$ cat src/rtl/top_pkg.sv
// Shared types and constants for the periodic temperature sampler: state codes,
// interval table, tick/refresh periods for both timing modes, sensor latency.
package top_pkg;

    typedef enum logic [3:0] {
        ST_IDLE        = 4'd0,
        ST_TEMP_START  = 4'd1,
        ST_TEMP_WAIT   = 4'd2,
        ST_DISPLAY     = 4'd3,
        ST_TIMER_START = 4'd4,
        ST_TIMER_WAIT  = 4'd5
    } state_t;

    localparam logic [3:0] INTERVAL_S [4] = '{4'd1, 4'd2, 4'd5, 4'd10};

    localparam int TICK_HW     = 10_000_000;
    localparam int TICK_SIM    = 1000;
    localparam int REFRESH_HW  = 8192;
    localparam int REFRESH_SIM = 4;
    localparam int SENSOR_LAT  = 16;

    function automatic int tick_period(input int sim);
        return (sim != 0) ? TICK_SIM : TICK_HW;
    endfunction

    function automatic int refresh_period(input int sim);
        return (sim != 0) ? REFRESH_SIM : REFRESH_HW;
    endfunction

    // Lowest set switch index wins; zero means "no selection".
    function automatic logic [3:0] interval_secs(input logic [3:0] sel);
        if (sel[0])      return INTERVAL_S[0];
        else if (sel[1]) return INTERVAL_S[1];
        else if (sel[2]) return INTERVAL_S[2];
        else if (sel[3]) return INTERVAL_S[3];
        else             return 4'd0;
    endfunction

    // Active-low cathodes, bit order {g,f,e,d,c,b,a}.
    function automatic logic [6:0] seg_hex(input logic [3:0] nib);
        case (nib)
            4'h0: return 7'h40;
            4'h1: return 7'h79;
            4'h2: return 7'h24;
            4'h3: return 7'h30;
            4'h4: return 7'h19;
            4'h5: return 7'h12;
            4'h6: return 7'h02;
            4'h7: return 7'h78;
            4'h8: return 7'h00;
            4'h9: return 7'h10;
            4'hA: return 7'h08;
            4'hB: return 7'h03;
            4'hC: return 7'h46;
            4'hD: return 7'h21;
            4'hE: return 7'h06;
            default: return 7'h0E;
        endcase
    endfunction

endpackage

$ cat src/rtl/top_seg7_mux.sv
// Eight-digit multiplexed seven-segment driver: digits 1:0 show the temperature,
// digits 5:4 the remaining seconds, all other digits are blanked.
module seg7_mux
    import top_pkg::*;
#(
    parameter int REFRESH = 8192
) (
    input  logic       clk,
    input  logic       rst_n,
    input  logic [7:0] temp,
    input  logic [7:0] secs,
    output logic [6:0] seg,
    output logic [7:0] an
);

    localparam int CW = (REFRESH > 2) ? $clog2(REFRESH) : 1;
    localparam logic [CW-1:0] RELOAD = CW'(REFRESH - 1);

    logic [CW-1:0] ref_cnt;
    logic [2:0]    digit;
    logic [3:0]    nib;
    logic          blank;

    always_comb begin
        nib   = 4'h0;
        blank = 1'b1;
        case (digit)
            3'd0: begin nib = temp[3:0]; blank = 1'b0; end
            3'd1: begin nib = temp[7:4]; blank = 1'b0; end
            3'd4: begin nib = secs[3:0]; blank = 1'b0; end
            3'd5: begin nib = secs[7:4]; blank = 1'b0; end
            default: ;
        endcase
    end

    // Anode and cathode are registered from the same digit index so they never disagree.
    always_ff @(posedge clk or negedge rst_n) begin
        if (!rst_n) begin
            ref_cnt <= RELOAD;
            digit   <= 3'd0;
            seg     <= 7'h7F;
            an      <= 8'hFF;
        end else begin
            if (ref_cnt == '0) begin
                ref_cnt <= RELOAD;
                digit   <= digit + 3'd1;
            end else begin
                ref_cnt <= ref_cnt - 1'b1;
            end
            an  <= ~(8'h01 << digit);
            seg <= blank ? 7'h7F : seg_hex(nib);
        end
    end

endmodule

$ cat src/rtl/top.sv
// Periodic temperature sampler: measure, display, wait the selected interval, repeat.
// Build option: define TOP_LED_DEBUG_EN to mirror the state code on LED[15:12].
//
//  state        | meaning
//  IDLE         | no interval selected yet
//  TEMP_START   | one-cycle sensor start pulse
//  TEMP_WAIT    | waiting for sensor done
//  DISPLAY      | copy sensor data into the temperature register
//  TIMER_START  | load remaining seconds from the interval latch
//  TIMER_WAIT   | count seconds down, then sample again
module top
    import top_pkg::*;
#(
    parameter int Simulacion = 0
) (
    input  logic        clk_100,
    input  logic        reset,
    input  logic [15:0] SW,
    output logic [6:0]  SEG,
    output logic [7:0]  AN,
    output logic [15:0] LED,
    output logic [3:0]  st_dbg
);

    localparam logic [23:0] TICK_RELOAD = 24'(tick_period(Simulacion) - 1);
    localparam logic [4:0]  SENS_RELOAD = 5'(SENSOR_LAT - 1);

    logic clk_10MHz;

    generate
        if (Simulacion != 0) begin : g_sim_clk
            assign clk_10MHz = clk_100;
        end else begin : g_div_clk
            logic [2:0] div_cnt;
            logic       clk_div;
            always_ff @(posedge clk_100 or negedge reset) begin
                if (!reset) begin
                    div_cnt <= 3'd4;
                    clk_div <= 1'b0;
                end else if (div_cnt == 3'd0) begin
                    div_cnt <= 3'd4;
                    clk_div <= ~clk_div;
                end else begin
                    div_cnt <= div_cnt - 3'd1;
                end
            end
            assign clk_10MHz = clk_div;
        end
    endgenerate

    state_t      state;
    logic [3:0]  iv_latched;
    logic [3:0]  remaining;
    logic [7:0]  temp;
    logic [23:0] tick_cnt;
    logic        tick;
    logic [4:0]  sens_cnt;
    logic        sens_busy;
    logic        sens_done;
    logic [7:0]  sens_data;
    logic        timer_done;
    logic [3:0]  led_dbg;
    logic        sw_unused;

    assign sw_unused = ^SW[7:4];

    always_ff @(posedge clk_10MHz or negedge reset) begin
        if (!reset)              iv_latched <= 4'd0;
        else if (SW[3:0] != 4'd0) iv_latched <= interval_secs(SW[3:0]);
    end

    // Second tick restarts on timer load so the first second is always full length.
    always_ff @(posedge clk_10MHz or negedge reset) begin
        if (!reset)                        tick_cnt <= '0;
        else if (state == ST_TIMER_START)  tick_cnt <= TICK_RELOAD;
        else if (tick_cnt == '0)           tick_cnt <= TICK_RELOAD;
        else                               tick_cnt <= tick_cnt - 1'b1;
    end
    assign tick = (tick_cnt == '0);

    // Sensor stub: done exactly SENSOR_LAT cycles after the start pulse.
    always_ff @(posedge clk_10MHz or negedge reset) begin
        if (!reset) begin
            sens_busy <= 1'b0;
            sens_cnt  <= '0;
            sens_data <= 8'h00;
        end else begin
            if (state == ST_TEMP_START) begin
                sens_busy <= 1'b1;
                sens_cnt  <= SENS_RELOAD;
            end else if (sens_busy) begin
                if (sens_cnt == '0) sens_busy <= 1'b0;
                else                sens_cnt  <= sens_cnt - 1'b1;
            end
            if (sens_done) sens_data <= SW[15:8];
        end
    end
    assign sens_done = sens_busy && (sens_cnt == '0);

    assign timer_done = (state == ST_TIMER_WAIT) && tick && (remaining <= 4'd1);

    always_ff @(posedge clk_10MHz or negedge reset) begin
        if (!reset) begin
            state     <= ST_IDLE;
            remaining <= 4'd0;
            temp      <= 8'h00;
        end else begin
            case (state)
                ST_IDLE:        if (iv_latched != 4'd0) state <= ST_TEMP_START;
                ST_TEMP_START:  state <= ST_TEMP_WAIT;
                ST_TEMP_WAIT:   if (sens_done) state <= ST_DISPLAY;
                ST_DISPLAY: begin
                    temp  <= sens_data;
                    state <= ST_TIMER_START;
                end
                ST_TIMER_START: begin
                    remaining <= iv_latched;
                    state     <= ST_TIMER_WAIT;
                end
                ST_TIMER_WAIT: begin
                    if (timer_done) begin
                        remaining <= 4'd0;
                        state     <= ST_TEMP_START;
                    end else if (tick) begin
                        remaining <= remaining - 4'd1;
                    end
                end
                default:        state <= ST_IDLE;
            endcase
        end
    end

    assign st_dbg = state;

`ifdef TOP_LED_DEBUG_EN
    assign led_dbg = st_dbg;
`else
    assign led_dbg = 4'd0;
`endif

    assign LED = {led_dbg, 3'b000, (state == ST_TIMER_WAIT), temp};

    seg7_mux #(
        .REFRESH (refresh_period(Simulacion))
    ) u_seg7_mux (
        .clk   (clk_10MHz),
        .rst_n (reset),
        .temp  (temp),
        .secs  ({4'd0, remaining}),
        .seg   (SEG),
        .an    (AN)
    );

endmodule

$ cat config.mk
export PLATFORM = sky130hd
export DESIGN_NAME = top
export DESIGN_NICKNAME = d
export VERILOG_FILES = /design/src/rtl/top_pkg.sv /design/src/rtl/top_seg7_mux.sv /design/src/rtl/top.sv
export SDC_FILE = /design/constraint.sdc
export NUM_CORES = 1
export LEC_CHECK = 0
export CORE_ASPECT_RATIO = 0.9
export CORE_UTILIZATION = 58
export CTS_BUF_LIST = sky130_fd_sc_hd__clkbuf_8
export DETAILED_ROUTE_END_ITERATION = 8
export GPL_TIMING_DRIVEN = 0
export PLACE_DENSITY_LB_ADDON = 0.25
export SLEW_MARGIN = 20
export SYNTH_ARGS = -nofsm -noshare
export SYNTH_HDL_FRONTEND = slang
export SYNTH_SLANG_ARGS = --single-unit
export TNS_END_PERCENT = 20
$ cat constraint.sdc
create_clock -name clk_100 -period 1.8 [get_ports clk_100]
set_input_delay 0.36 -clock clk_100 [delete_from_list [all_inputs] [get_ports clk_100]]
set_output_delay 0.36 -clock clk_100 [all_outputs]
set_load 0.01 [all_outputs]
==> results.py <==
metrics = {
    "routing": {
        "route.vias.total": 3257,
        "drc": 0,
        "routed_wl_um": 8190,
        "drt-wirelength-per-cell_um": 14.3,
        "drt_first_pass_iters": 5,
        "detail-route-antenna-nets": 0,
        "drt_iter0_drc": 169,
        "vias_per_cell": 5.67,
    },
    "sta": {
        "final_total_negative_setup_slack_ns": 0,
        "rsz0062_at_grt": "no",
        "unclocked_pins": 88,
        "slew_headroom_pct": 44.6,
        "holdWs_ns": 0.466,
        "hold_violations": 0,
        "clock.fmax_mhz": 837,
        "layout_worst_path_cycle_share_pct": 66.4,
        "postLayoutSetupSlackWorst_ns": 0.606,
        "worst_slew_pin_slew_ns": 0.831,
        "timing.final.crit_period_ns": 1.19,
        "setup_viol_count_final": 0,
        "timing.final.max_slew_violations": 0,
        "number_of_unconstrained_endpoints": 115,
        "final_worst_clock_skew_ns": 0.00573,
    },
    "clocking": {
        "number_of_post_cts_setup_repair_buffers": 0,
        "tritoncts.num_buffers": 3,
        "max-clock-path-buffers": 2,
        "cts_resized": 0,
        "post_cts_hold_buffer_count": 0,
        "ctsRootBufferMaster": "sky130_fd_sc_hd__clkbuf_8",
        "clock_slew_at_reported_path_ffs_ns": 0.04,
        "cts_tree": "yes",
        "worst_skew_pair_later_pin_latency_ns": 0.22,
        "cts.htree.levels": 1,
    },
    "global_route": {
        "grt_max_degree": 90,
        "grt_pass1_wl_um": 14000,
        "sum_of_overflow_across_all_layers_after_global_routing": 0,
        "grt_pass1_vias": 3021,
        "number_of_antenna_violations_at_the_first_check_in_global_routing": 0,
        "globalRouteTotalUtil_pct": 20.8,
    },
    "critical_path": {
        "cp-start-kind": "flip-flop",
        "data_arrival_time_of_the_critical_path_ns": 1.26,
        "cp_data_required_time_ns": 1.86,
        "endpoint_class_of_the_critical_path": "flip-flop",
        "cpPeakStageDelay_ns": 0.90,
        "chain_of_cells_forming_the_critical_path": "xor2_1",
        "path_class": "flip-flop to flip-flop",
        "worstPathMaxFanout": 89,
        "count_of_buffer_and_inverter_cells_on_the_critical_path": 0,
        "highest_delay_cell_along_the_critical_path": "sky130_fd_sc_hd__dfrtp_4",
        "timing.critical_path.max_delay_family": "flip-flops",
        "worst_r2r_startpoint": "clk_10MHz",
        "startpoint": "clk_10MHz",
    },
    "pwr": {
        "p_per_area_mw_per_mm2": 76.5,
        "total_leakage_power_uw": 0.00209,
        "totalPowerFinal_uw": 393,
        "ir_drop_v": 0.000615,
    },
    "logic_synthesis": {
        "ys_types": 56,
        "synth_warnings": 0,
        "number_of_flops_mapped_to_enable_cells_by_yosys": 0,
        "synth_ff_type": "sky130_fd_sc_hd__dfrtp_1",
        "syn_area_per_cell_um2": 10.6,
        "synth-seq-area-share_pct": 51.8,
        "synth.cell_area_mm2": 0.00451,
        "synthCells": 426,
        "asyncSetResetFlopFracSynth_pct": 100,
        "synth_seq_cells": 92,
    },
    "floorplanning": {
        "floorplan.io_pins": 53,
        "core-area_mm2": 0.00754,
        "floorplan.die.height_um": 85.7,
        "floorplan.initialDensity_pct": 59.8,
        "die_width_um": 95.0,
        "core.rowCount": 30,
        "design.die.area_mm2": 0.00813,
    },
    "final_layout": {
        "final_cell_mix": "sky130_fd_sc_hd__dfrtp_1 (62), sky130_fd_sc_hd__clkdlybuf4s50_1 (39), sky130_fd_sc_hd__nand2_1 (36)",
        "flow.area_growth_from_synthesis_pct": 13.8,
        "filler_cells_inserted": 568,
        "footprint_of_the_multi_input_gates_mm2": 0.00198,
        "final-seq-area_mm2": 0.00234,
        "final_layout_size_suffix_gt1_share_pct": 14.6,
        "most_common_library_cell_in_the_layout_ignoring_fill_and_taps": "sky130_fd_sc_hd__dfrtp_1",
        "nNetsFinal": 516,
        "instances_no_fill": 574,
        "num_antenna_cells": 0,
    },
    "place": {
        "place_worst_setup_slack_ns": 0.566,
        "post-place-cells": 570,
        "routabilityCongestion": 0.881,
        "post-dp-hpwl_um": 6030,
        "port-buffer-count": 40,
    },
    "min_path": {
        "worst_hold_startpoint": "g_div_clk.div_cnt[0]",
        "hp-class": "flip-flop to flip-flop",
    },
    "status": {
        "run_status": "completed",
    },
    "run": {
        "maxCapViolCount": 0,
    },
}
-- Yosys cell counts (all sizes together) (2+ instances only) --
master | number | area (um2)
dfrtp | 63 | 1580
nand2 | 36 | 135
dfstp | 29 | 762
nor2 | 27 | 101
inv | 23 | 86.3
o21ai | 20 | 100
ha | 19 | 238
mux2 | 18 | 206
a21oi | 15 | 75.1
nand3 | 14 | 70.1
clkbuf | 13 | 48.8
xnor2 | 12 | 105
xor2 | 12 | 105
or3 | 11 | 73.8
buf | 10 | 76.3
nor3 | 10 | 50.1
o31ai | 9 | 67.6
a31oi | 7 | 43.8
nor4 | 7 | 50.1
or4 | 7 | 56.3
mux2i | 5 | 50.1
nand4 | 5 | 31.3
a22oi | 4 | 30.0
nand2b | 4 | 25.0
o211ai | 4 | 30.0
o22ai | 4 | 25.0
o41ai | 4 | 35.0
and3 | 3 | 18.8
nor2b | 3 | 18.8
or2 | 3 | 18.8
a211oi | 2 | 15.0
and2 | 2 | 12.5
nand3b | 2 | 15.0
nand4b | 2 | 17.5
o21a | 2 | 15.0
o311ai | 2 | 17.5
-- through the flow --
step | area, um2 | utilization [%]
6_report | 5130 | 68.0
5_1_grt | 5130 | 68.0
4_1_cts | 5130 | 68.0
3_5_place_dp | 5090 | 67.4
3_3_place_gp | 5060 | 67.0
2_1_floorplan | 4540 | -
-- layer usage --
| metal | share of wire [%] | wire length (um) | track usage [%] |
|---|---|---|---|
| met1 | 48 | 3940 | 31.0 |
| met3 | 2.9 | 236 | 0.621 |
| met4 | 0.17 | 14 | 1.52 |
| met2 | 49 | 4000 | 35.6 |
| met5 | 0 | 0 | 0 |
-- path summary, 6_finish.rpt --
path / slack [ns] / depth (start not counted) / endpoint
min: 0.47 / 1 / g_div_clk.div_cnt[0]
max: 0.61 / 1 / clk_10MHz
max reg2reg: 0.61 / 1 / clk_10MHz
min in group asynchronous: 0.50 / 2 / clk_10MHz
max in group asynchronous: 1.01 / 2 / g_div_clk.div_cnt[2]
min reg2reg: 0.47 / 1 / g_div_clk.div_cnt[0]
-- flip-flops by register name, indices dropped and copies added (netlist names) --
name	flops
tick_cnt	24
u_seg7_mux.ref_cnt	13
sens_data	8
temp	8
u_seg7_mux.an	8
u_seg7_mux.seg	7
sens_cnt	5
iv_latched	4
remaining	4
g_div_clk.div_cnt	3
st_dbg	3
u_seg7_mux.digit	3
clk_10MHz	1
sens_busy	1
-- power breakdown --
part / leakage [uW] / internal, uW / switching [uW] / total (uW)
Sequential: 0.00104 / 94.6 / 0 / 94.6
Combinational: 0.00103 / 45.0 / 58.5 / 103
Clock: 0.0000269 / 146 / 48.9 / 194
Total: 0.00209 / 285 / 107 / 393
-- layout make-up --
type                       count  share of cell area, %
buffer                        23                   2.44
clock buffer                   3                  0.805
clock inverter                 1                 0.0732
inverter                      24                   1.76
multi-input combinational    294                   38.6
sequential                    92                   45.6
tap                           96                   2.34
timing repair buffer          41                   8.29
-- kinds of logic after synthesis --
logic type	Yosys count	synth area share [%]
simple gates	139	16.0
compound gates	81	11.7
other cells	1	0.0831
buf+inv	47	4.77
flops	92	51.8
fa+ha+maj	19	5.27
mux	23	5.69
xor+xnor	24	4.66
Note: power is estimated with default switching activity, not from simulation.
